## src/rtl/jtag_tap_ctrl_if.sv

```systemverilog
// jtag_tap_ctrl_if: pin-side and fabric-side signal bundle of the oversampled TAP controller
//   master modport (TAP pins + fabric driver):
//     out tck_sync, tms_sync, tdi_sync, user_capture_data
//     in  tdo, tdo_oe, tap_state, ir_out, user_dr_out, user_update, user_capture
//   slave modport (jtag_tap_ctrl): same signals, opposite directions
interface jtag_tap_ctrl_if #(
    parameter int IR_WIDTH      = 4,
    parameter int USER_DR_WIDTH = 8
);
    logic                     tck_sync;
    logic                     tms_sync;
    logic                     tdi_sync;
    logic [USER_DR_WIDTH-1:0] user_capture_data;
    logic                     tdo;
    logic                     tdo_oe;
    logic [3:0]               tap_state;
    logic [IR_WIDTH-1:0]      ir_out;
    logic [USER_DR_WIDTH-1:0] user_dr_out;
    logic                     user_update;
    logic                     user_capture;
    modport master (
        output tck_sync, tms_sync, tdi_sync, user_capture_data,
        input  tdo, tdo_oe, tap_state, ir_out, user_dr_out, user_update, user_capture
    );
    modport slave (
        input  tck_sync, tms_sync, tdi_sync, user_capture_data,
        output tdo, tdo_oe, tap_state, ir_out, user_dr_out, user_update, user_capture
    );
endinterface

```

## src/rtl/jtag_tap_ctrl.sv

```systemverilog
// jtag_tap_ctrl: oversampled IEEE 1149.1 TAP controller with IR, BYPASS, IDCODE and USER DRs
//   in_sync_internal_clk : system clock, all logic on posedge
//   in_sync_rstn         : asynchronous active-low reset
//   trst_sync            : synchronized active-low TRST (only when JTAG_TRST_EN is defined)
//   bus (slave)          : synchronized TCK/TMS/TDI, USER capture data in;
//                          TDO/TDO_OE, FSM state, active IR, USER parallel out and strobes out
// Optional feature macro: JTAG_TRST_EN adds the trst_sync input, which synchronously
// holds the FSM in Test-Logic-Reset and masks TCK edges while low.
module jtag_tap_ctrl #(
    parameter int                  IR_WIDTH      = 4,
    parameter logic [31:0]         IDCODE_VALUE  = 32'h1000_0001,
    parameter logic [IR_WIDTH-1:0] IDCODE_INSTR  = 4'b0001,
    parameter logic [IR_WIDTH-1:0] USER_INSTR    = 4'b0010,
    parameter int                  USER_DR_WIDTH = 8
) (
    input logic in_sync_internal_clk,
    input logic in_sync_rstn,
`ifdef JTAG_TRST_EN
    input logic trst_sync,
`endif
    jtag_tap_ctrl_if.slave bus
);
    typedef enum logic [3:0] {
        TLR = 4'hF, RTI = 4'hC, SEL_DR = 4'h7, CAP_DR = 4'h6, SH_DR = 4'h2, EX1_DR = 4'h1,
        PAUSE_DR = 4'h3, EX2_DR = 4'h0, UPD_DR = 4'h5, SEL_IR = 4'h4, CAP_IR = 4'hE,
        SH_IR = 4'hA, EX1_IR = 4'h9, PAUSE_IR = 4'hB, EX2_IR = 4'h8, UPD_IR = 4'hD
    } state_t;

    state_t                   state_q, state_d;
    logic                     tck_q;
    logic [IR_WIDTH-1:0]      ir_sr_q, ir_sr_d, ir_q, ir_d;
    logic                     bypass_q, bypass_d;
    logic [31:0]              id_sr_q, id_sr_d;
    logic [USER_DR_WIDTH-1:0] user_sr_q, user_sr_d, user_dr_q, user_dr_d;
    logic                     tdo_q, tdo_d, tdo_oe_q, tdo_oe_d;
    logic                     user_update_q, user_update_d, user_capture_q, user_capture_d;
    logic                     trst_n, tck_rise, tck_fall, sel_id, sel_user, tms, tdi;

`ifdef JTAG_TRST_EN
    assign trst_n = trst_sync;
`else
    assign trst_n = 1'b1;
`endif

    // TRST masks edge events so nothing shifts or updates while it is held
    assign tck_rise = bus.tck_sync & ~tck_q & trst_n;
    assign tck_fall = ~bus.tck_sync & tck_q & trst_n;
    assign tms      = bus.tms_sync;
    assign tdi      = bus.tdi_sync;
    assign sel_id   = ir_q == IDCODE_INSTR;
    assign sel_user = ir_q == USER_INSTR;

    always_ff @(posedge in_sync_internal_clk or negedge in_sync_rstn) begin
        if (!in_sync_rstn) begin
            state_q        <= TLR;
            tck_q          <= 1'b0;
            ir_sr_q        <= '0;
            ir_q           <= IDCODE_INSTR;
            bypass_q       <= 1'b0;
            id_sr_q        <= '0;
            user_sr_q      <= '0;
            user_dr_q      <= '0;
            tdo_q          <= 1'b0;
            tdo_oe_q       <= 1'b0;
            user_update_q  <= 1'b0;
            user_capture_q <= 1'b0;
        end else begin
            state_q        <= state_d;
            tck_q          <= bus.tck_sync;
            ir_sr_q        <= ir_sr_d;
            ir_q           <= ir_d;
            bypass_q       <= bypass_d;
            id_sr_q        <= id_sr_d;
            user_sr_q      <= user_sr_d;
            user_dr_q      <= user_dr_d;
            tdo_q          <= tdo_d;
            tdo_oe_q       <= tdo_oe_d;
            user_update_q  <= user_update_d;
            user_capture_q <= user_capture_d;
        end
    end

    always_comb begin
        state_d        = state_q;
        ir_sr_d        = ir_sr_q;
        ir_d           = ir_q;
        bypass_d       = bypass_q;
        id_sr_d        = id_sr_q;
        user_sr_d      = user_sr_q;
        user_dr_d      = user_dr_q;
        tdo_d          = tdo_q;
        tdo_oe_d       = tdo_oe_q;
        user_update_d  = 1'b0;
        user_capture_d = 1'b0;
        if (tck_rise) begin
            case (state_q)
                TLR:      state_d = tms ? TLR      : RTI;
                RTI:      state_d = tms ? SEL_DR   : RTI;
                SEL_DR:   state_d = tms ? SEL_IR   : CAP_DR;
                CAP_DR:   state_d = tms ? EX1_DR   : SH_DR;
                SH_DR:    state_d = tms ? EX1_DR   : SH_DR;
                EX1_DR:   state_d = tms ? UPD_DR   : PAUSE_DR;
                PAUSE_DR: state_d = tms ? EX2_DR   : PAUSE_DR;
                EX2_DR:   state_d = tms ? UPD_DR   : SH_DR;
                UPD_DR:   state_d = tms ? SEL_DR   : RTI;
                SEL_IR:   state_d = tms ? TLR      : CAP_IR;
                CAP_IR:   state_d = tms ? EX1_IR   : SH_IR;
                SH_IR:    state_d = tms ? EX1_IR   : SH_IR;
                EX1_IR:   state_d = tms ? UPD_IR   : PAUSE_IR;
                PAUSE_IR: state_d = tms ? EX2_IR   : PAUSE_IR;
                EX2_IR:   state_d = tms ? UPD_IR   : SH_IR;
                UPD_IR:   state_d = tms ? SEL_DR   : RTI;
                default:  state_d = TLR;
            endcase
            if (state_q == CAP_IR) ir_sr_d = IR_WIDTH'(2'b01);
            if (state_q == SH_IR) ir_sr_d = {tdi, ir_sr_q[IR_WIDTH-1:1]};
            if (state_q == CAP_DR) begin
                bypass_d = 1'b0;
                if (sel_id) id_sr_d = IDCODE_VALUE;
                if (sel_user) begin
                    user_sr_d      = bus.user_capture_data;
                    user_capture_d = 1'b1;
                end
            end
            if (state_q == SH_DR) begin
                if (sel_id) id_sr_d = {tdi, id_sr_q[31:1]};
                // shift-and-or form keeps a 1-bit USER register legal
                else if (sel_user) user_sr_d = (user_sr_q >> 1) | (USER_DR_WIDTH'(tdi) << (USER_DR_WIDTH - 1));
                else bypass_d = tdi;
            end
        end
        if (tck_fall) begin
            tdo_oe_d = (state_q == SH_IR) || (state_q == SH_DR);
            if (state_q == SH_IR) tdo_d = ir_sr_q[0];
            if (state_q == SH_DR) tdo_d = sel_id ? id_sr_q[0] : sel_user ? user_sr_q[0] : bypass_q;
            if (state_q == UPD_IR) ir_d = ir_sr_q;
            if (state_q == UPD_DR && sel_user) begin
                user_dr_d     = user_sr_q;
                user_update_d = 1'b1;
            end
        end
        if (!trst_n) begin
            state_d  = TLR;
            tdo_oe_d = 1'b0;
        end
        // Test-Logic-Reset always restores the IDCODE instruction
        if (state_d == TLR) ir_d = IDCODE_INSTR;
    end

    assign bus.tdo          = tdo_q;
    assign bus.tdo_oe       = tdo_oe_q;
    assign bus.tap_state    = state_q;
    assign bus.ir_out       = ir_q;
    assign bus.user_dr_out  = user_dr_q;
    assign bus.user_update  = user_update_q;
    assign bus.user_capture = user_capture_q;
endmodule
```

## src/flat_wrapper.sv

```systemverilog
// flat-port wrapper written by rule: the top's interface ports become plain ports
module jtag_tap_ctrl_flat 
#(
    parameter int                  IR_WIDTH      = 4,
    parameter logic [31:0]         IDCODE_VALUE  = 32'h1000_0001,
    parameter logic [IR_WIDTH-1:0] IDCODE_INSTR  = 4'b0001,
    parameter logic [IR_WIDTH-1:0] USER_INSTR    = 4'b0010,
    parameter int                  USER_DR_WIDTH = 8
)
  (in_sync_internal_clk, in_sync_rstn, bus_tck_sync, bus_tms_sync, bus_tdi_sync, bus_user_capture_data, bus_tdo, bus_tdo_oe, bus_tap_state, bus_ir_out, bus_user_dr_out, bus_user_update, bus_user_capture);
  jtag_tap_ctrl_if #(.IR_WIDTH(IR_WIDTH), .USER_DR_WIDTH(USER_DR_WIDTH)) bus_i ();
  input logic in_sync_internal_clk;
  input logic in_sync_rstn;
  input wire logic [$bits(bus_i.tck_sync)-1:0] bus_tck_sync;
  input wire logic [$bits(bus_i.tms_sync)-1:0] bus_tms_sync;
  input wire logic [$bits(bus_i.tdi_sync)-1:0] bus_tdi_sync;
  input wire logic [$bits(bus_i.user_capture_data)-1:0] bus_user_capture_data;
  output wire logic [$bits(bus_i.tdo)-1:0] bus_tdo;
  output wire logic [$bits(bus_i.tdo_oe)-1:0] bus_tdo_oe;
  output wire logic [$bits(bus_i.tap_state)-1:0] bus_tap_state;
  output wire logic [$bits(bus_i.ir_out)-1:0] bus_ir_out;
  output wire logic [$bits(bus_i.user_dr_out)-1:0] bus_user_dr_out;
  output wire logic [$bits(bus_i.user_update)-1:0] bus_user_update;
  output wire logic [$bits(bus_i.user_capture)-1:0] bus_user_capture;
  assign bus_i.tck_sync = bus_tck_sync;
  assign bus_i.tms_sync = bus_tms_sync;
  assign bus_i.tdi_sync = bus_tdi_sync;
  assign bus_i.user_capture_data = bus_user_capture_data;
  assign bus_tdo = bus_i.tdo;
  assign bus_tdo_oe = bus_i.tdo_oe;
  assign bus_tap_state = bus_i.tap_state;
  assign bus_ir_out = bus_i.ir_out;
  assign bus_user_dr_out = bus_i.user_dr_out;
  assign bus_user_update = bus_i.user_update;
  assign bus_user_capture = bus_i.user_capture;
  jtag_tap_ctrl #(.IR_WIDTH(IR_WIDTH), .IDCODE_VALUE(IDCODE_VALUE), .IDCODE_INSTR(IDCODE_INSTR), .USER_INSTR(USER_INSTR), .USER_DR_WIDTH(USER_DR_WIDTH)) u_core (.in_sync_internal_clk(in_sync_internal_clk), .in_sync_rstn(in_sync_rstn), .bus(bus_i));
endmodule
```

## config.mk

```make
export PLATFORM = sky130hd
export DESIGN_NAME = jtag_tap_ctrl_flat
export DESIGN_NICKNAME = d
export VERILOG_FILES = /design/src/rtl/jtag_tap_ctrl_if.sv /design/src/rtl/jtag_tap_ctrl.sv /design/src/flat_wrapper.sv
export SDC_FILE = /design/constraint.sdc
export NUM_CORES = 1
export LEC_CHECK = 0
export ABC_AREA = 1
export CORE_MARGIN = 10
export CORE_UTILIZATION = 47
export DETAILED_ROUTE_END_ITERATION = 12
export PLACE_DENSITY_LB_ADDON = 0.12
export REMOVE_ABC_BUFFERS = 1
export SLEW_MARGIN = 20
export SYNTH_ARGS = -nofsm -noshare
export SYNTH_HDL_FRONTEND = slang
export SYNTH_SLANG_ARGS = --single-unit
export TNS_END_PERCENT = 5
```

## constraint.sdc

```tcl
create_clock -name in_sync_internal_clk -period 2.8 [get_ports in_sync_internal_clk]
set_input_delay 0.28 -clock in_sync_internal_clk [delete_from_list [all_inputs] [get_ports in_sync_internal_clk]]
set_output_delay 0.28 -clock in_sync_internal_clk [all_outputs]
set_load 0.005 [all_outputs]
```

==> results.md <==
* Initial antenna violation count at 0
* Layout cell share with drive strength beyond 1 at 16.8%
* Status: finished clean
* Final min period at 1.87 ns
* Post_cts resized at 0
* Worst-path maximum fanout at 10
* Max Cap Viol at 0
* Via density at 5.03
* Setup TNS at 0 ns
* Post-DP HPWL at just over 4000 um
* Crit path cell chain: clkdlybuf4s50_1
* Hold Path Class: in2async
* PortBufs at 32
* GR Util All Layers at 12.5%
* DRC Markers at 0
* Top delay family on crit path: flip-flops
* Worst Setup End Kind: output pin
* Die Span X at around 100 um
* WS Path Type: reg2out
* DIE HEIGHT at 100 um
* RSZ-0062 raised after global routing: false
* Max-slew violation count at 0
* Largest net degree at the start of global routing at between 40 and 50
* CP required at 2.52 ns
* Final setup viols at 0
* CTS Buffer Depth at 2
* RD Place Congestion at 0.852
* Max H-tree Level at 3
* CTS sink cnt at 66
* FP Rows at 29
* Vias at 2237
* Clock power share at 27.3%
* Final core area utilization at between 50% and 60%
* Least-Margin Pin Slew at 0.874 ns
* Die ar. at 10000 um^2
* Relative slew slack at 41.7%
* Antenna Nets Post-Route at 0
* Int Power at 2200 uW
* Simple-Gate Fraction of Synth Area at 18.0%
* Place WS at 0.792 ns
* Netlist cell types at 29
* Critical Path Stages at 1
* Cts hold-fix bufs at 0
* Buf+Inv Stages, Crit Path at 1
* TritonRoute pass-1 iters at 4
* Fmax at 536 MHz
* Worst Path Arrival at 1.59 ns
* Synth async-reset ratio at 100%
* Ys Warns at 0
* Slowest-stage cell, CP: dfstp_2
* TritonCTS clock tree: built
* Top FF cell, synth: dfrtp_1
* Switch share at 33.4%
* CTS Buf Count at 9
* Period Utilization, post-route at 66.7%
* Clock Root Buffer: clkbuf_8
* Leak pwr at roughly 0.0018 uW
* Seq cells post-synth at 66
* Cells on worst reg2reg path at 7
* Final WS setup at ~0.93 ns
* Synth Instances at 328
* Core area at 6280 um^2
* Max IR drop VDD at 0.601 mV
* Antenna Cells at 0
* First-pass GRT wire length at 10400 um
* Combinational family with the most area after synthesis: simple AND/OR/NAND/NOR gates
* Synth Area in Compound Gates at 14.6%
* Mapped Area at 3010 um^2
* Iter 0 DRT Violations at 61
* Drt total wl at 5900 um
* Vias in the first global route at 2280
* Initial Utilization at around half
* Post-CTS Setup Bufs at 0
* Area Overhead vs Synth at 18.3%
* Crit path launch type: register
* Clock slew at reported path FFs at roughly 0.080 ns
* Insertion delay to the later sink of the worst-skew pair at 0.35 ns
* Synth Area in XOR/XNOR at 0%
* CP max stage delay at 0.68 ns
* Sw Pwr at 1100 uW
* Flop pwr share at ~44%
* Syn_area_per_cell at 9.19 um^2
* Total grt overflow at 0
* Seq/Total Area, Yosys at 55.0%
* Adder-cell area share of the yosys netlist at 0%
* Post-synth EDFFs at 0
* Count of boundary I/O pins at 33
* Fin. Hold Viols at 0
* Combinational share of power at 28.4%
* Power density cells at ~930 nW/um^2
* WL/cell at 13.3 um
* Skew final at 0.0120 ns
* Layout net count at 376
* Mux contribution to synthesized area at 0%
[kinds of logic after synthesis]
| kind of cell | Yosys count |
|---|---|
| flops | 66 |
| simple gates | 110 |
| compound gates | 71 |
| buf+inv | 81 |
[path summary, 6_finish.rpt]
| check | from | to | slack [ns] |
|---|---|---|---|
| min in group in_sync_internal_clk | bus_tck_sync | u_core.tck_q | 0.45 |
| worst min register to register | u_core.bus.tdo_oe | u_core.bus.tdo_oe | 0.48 |
| worst max register to register | u_core.bus.tap_state[2] | u_core.bus.user_dr_out[6] | 1.01 |
| max in group asynchronous | in_sync_rstn | u_core.id_sr_q[6] | 2.02 |
| worst max-delay path | u_core.bus.tap_state[3] | bus_tap_state[3] | 0.93 |
| worst min-delay path | in_sync_rstn | u_core.bus.user_dr_out[3] | 0.05 |
[metrics by stage]
| stage | total power (uW) | cell area, um^2 | instances | hold slack [ns] |
|---|---|---|---|---|
| after floorplan | 2100 | 2910 | 317 | -0.0156 |
| after global placement | 2400 | 3340 | 429 | 0.451 |
| after detailed placement | 2420 | 3340 | 429 | 0.458 |
| after CTS | 3350 | 3570 | 445 | 0.0808 |
| after global routing | 3560 | 3570 | 445 | 0.101 |
| final | 3300 | 3570 | 445 | 0.0454 |
[flip-flops by register name, summed over array words and instances, names as in the netlist]
register                 count
u_core.id_sr_q              32
u_core.bus.user_dr_out       8
u_core.bus.tdo               1
u_core.bus.tap_state         4
u_core.bypass_q              1
u_core.bus.tdo_oe            1
u_core.bus.ir_out            4
u_core.tck_q                 1
u_core.bus.user_capture      1
u_core.bus.user_update       1
u_core.ir_sr_q               4
u_core.user_sr_q             8
[cell usage after synthesis (2+ instances only)]
library cell	instances	area, um^2
o22ai_1	33	206
nor2_1	24	90.1
nand2_2	4	25.0
o21ai_0	17	85.1
nand2_1	52	195
nand3_2	2	20.0
nand3_1	14	70.1
nor2_4	2	22.5
o21ai_2	8	70.1
nand2_4	3	33.8
dfstp_2	5	131
buf_6	8	90.1
inv_2	9	33.8
nor2_2	3	18.8
nand4_1	2	12.5
a21oi_1	9	45.0
buf_4	2	15.0
inv_1	60	225
dfrtp_1	61	1530
[layout by cell type, fill, tap and decap left out, types with 2 or more instances in the layout]
cell type	Yosys	routed
dfrtp_1	61	61
inv_1	60	60
nand2_1	52	52
o22ai_1	33	33
clkdlybuf4s50_1	0	31
nor2_1	24	24
o21ai_0	17	17
nand3_1	14	14
clkbuf_8	0	10
inv_2	9	9
a21oi_1	9	9
o21ai_2	8	8
dfstp_2	5	5
nand2_2	4	4
nor2_2	3	3
nand2_4	3	3
buf_4	2	3
nor2_4	2	2
nand3_2	2	2
nand4_1	2	2
clkinvlp_4	0	2
bufinv_16	0	2
[power groups by stage]
| stage | Sequential [uW] | Clock [uW] | Combinational [uW] |
|---|---|---|---|
| floorplan | 1450 | 0 | 649 |
| global placement | 1480 | 0 | 919 |
| detailed placement | 1480 | 0 | 941 |
| CTS | 1470 | 928 | 953 |
| global route | 1510 | 963 | 1080 |
| finish | 1460 | 903 | 937 |
[area by class of cell]
type | instances | area, um^2
fillers | 557 | 2710
flip-flops and latches | 66 | 1660
multi-input cells | 181 | 982
repair buffers | 35 | 338
inverters | 70 | 265
clock buffers | 10 | 138
well taps | 77 | 96.3
clock inverters | 6 | 88.8
[layer usage]
layer	wire length [um]	track usage, %	up-vias
met2	2580	18.9	42
li1	-	-	1126
met4	120	6.41	0
met5	0	0	-
met3	347	3.23	13
met1	2860	16.1	1056
(Power assumes the default switching activity.)
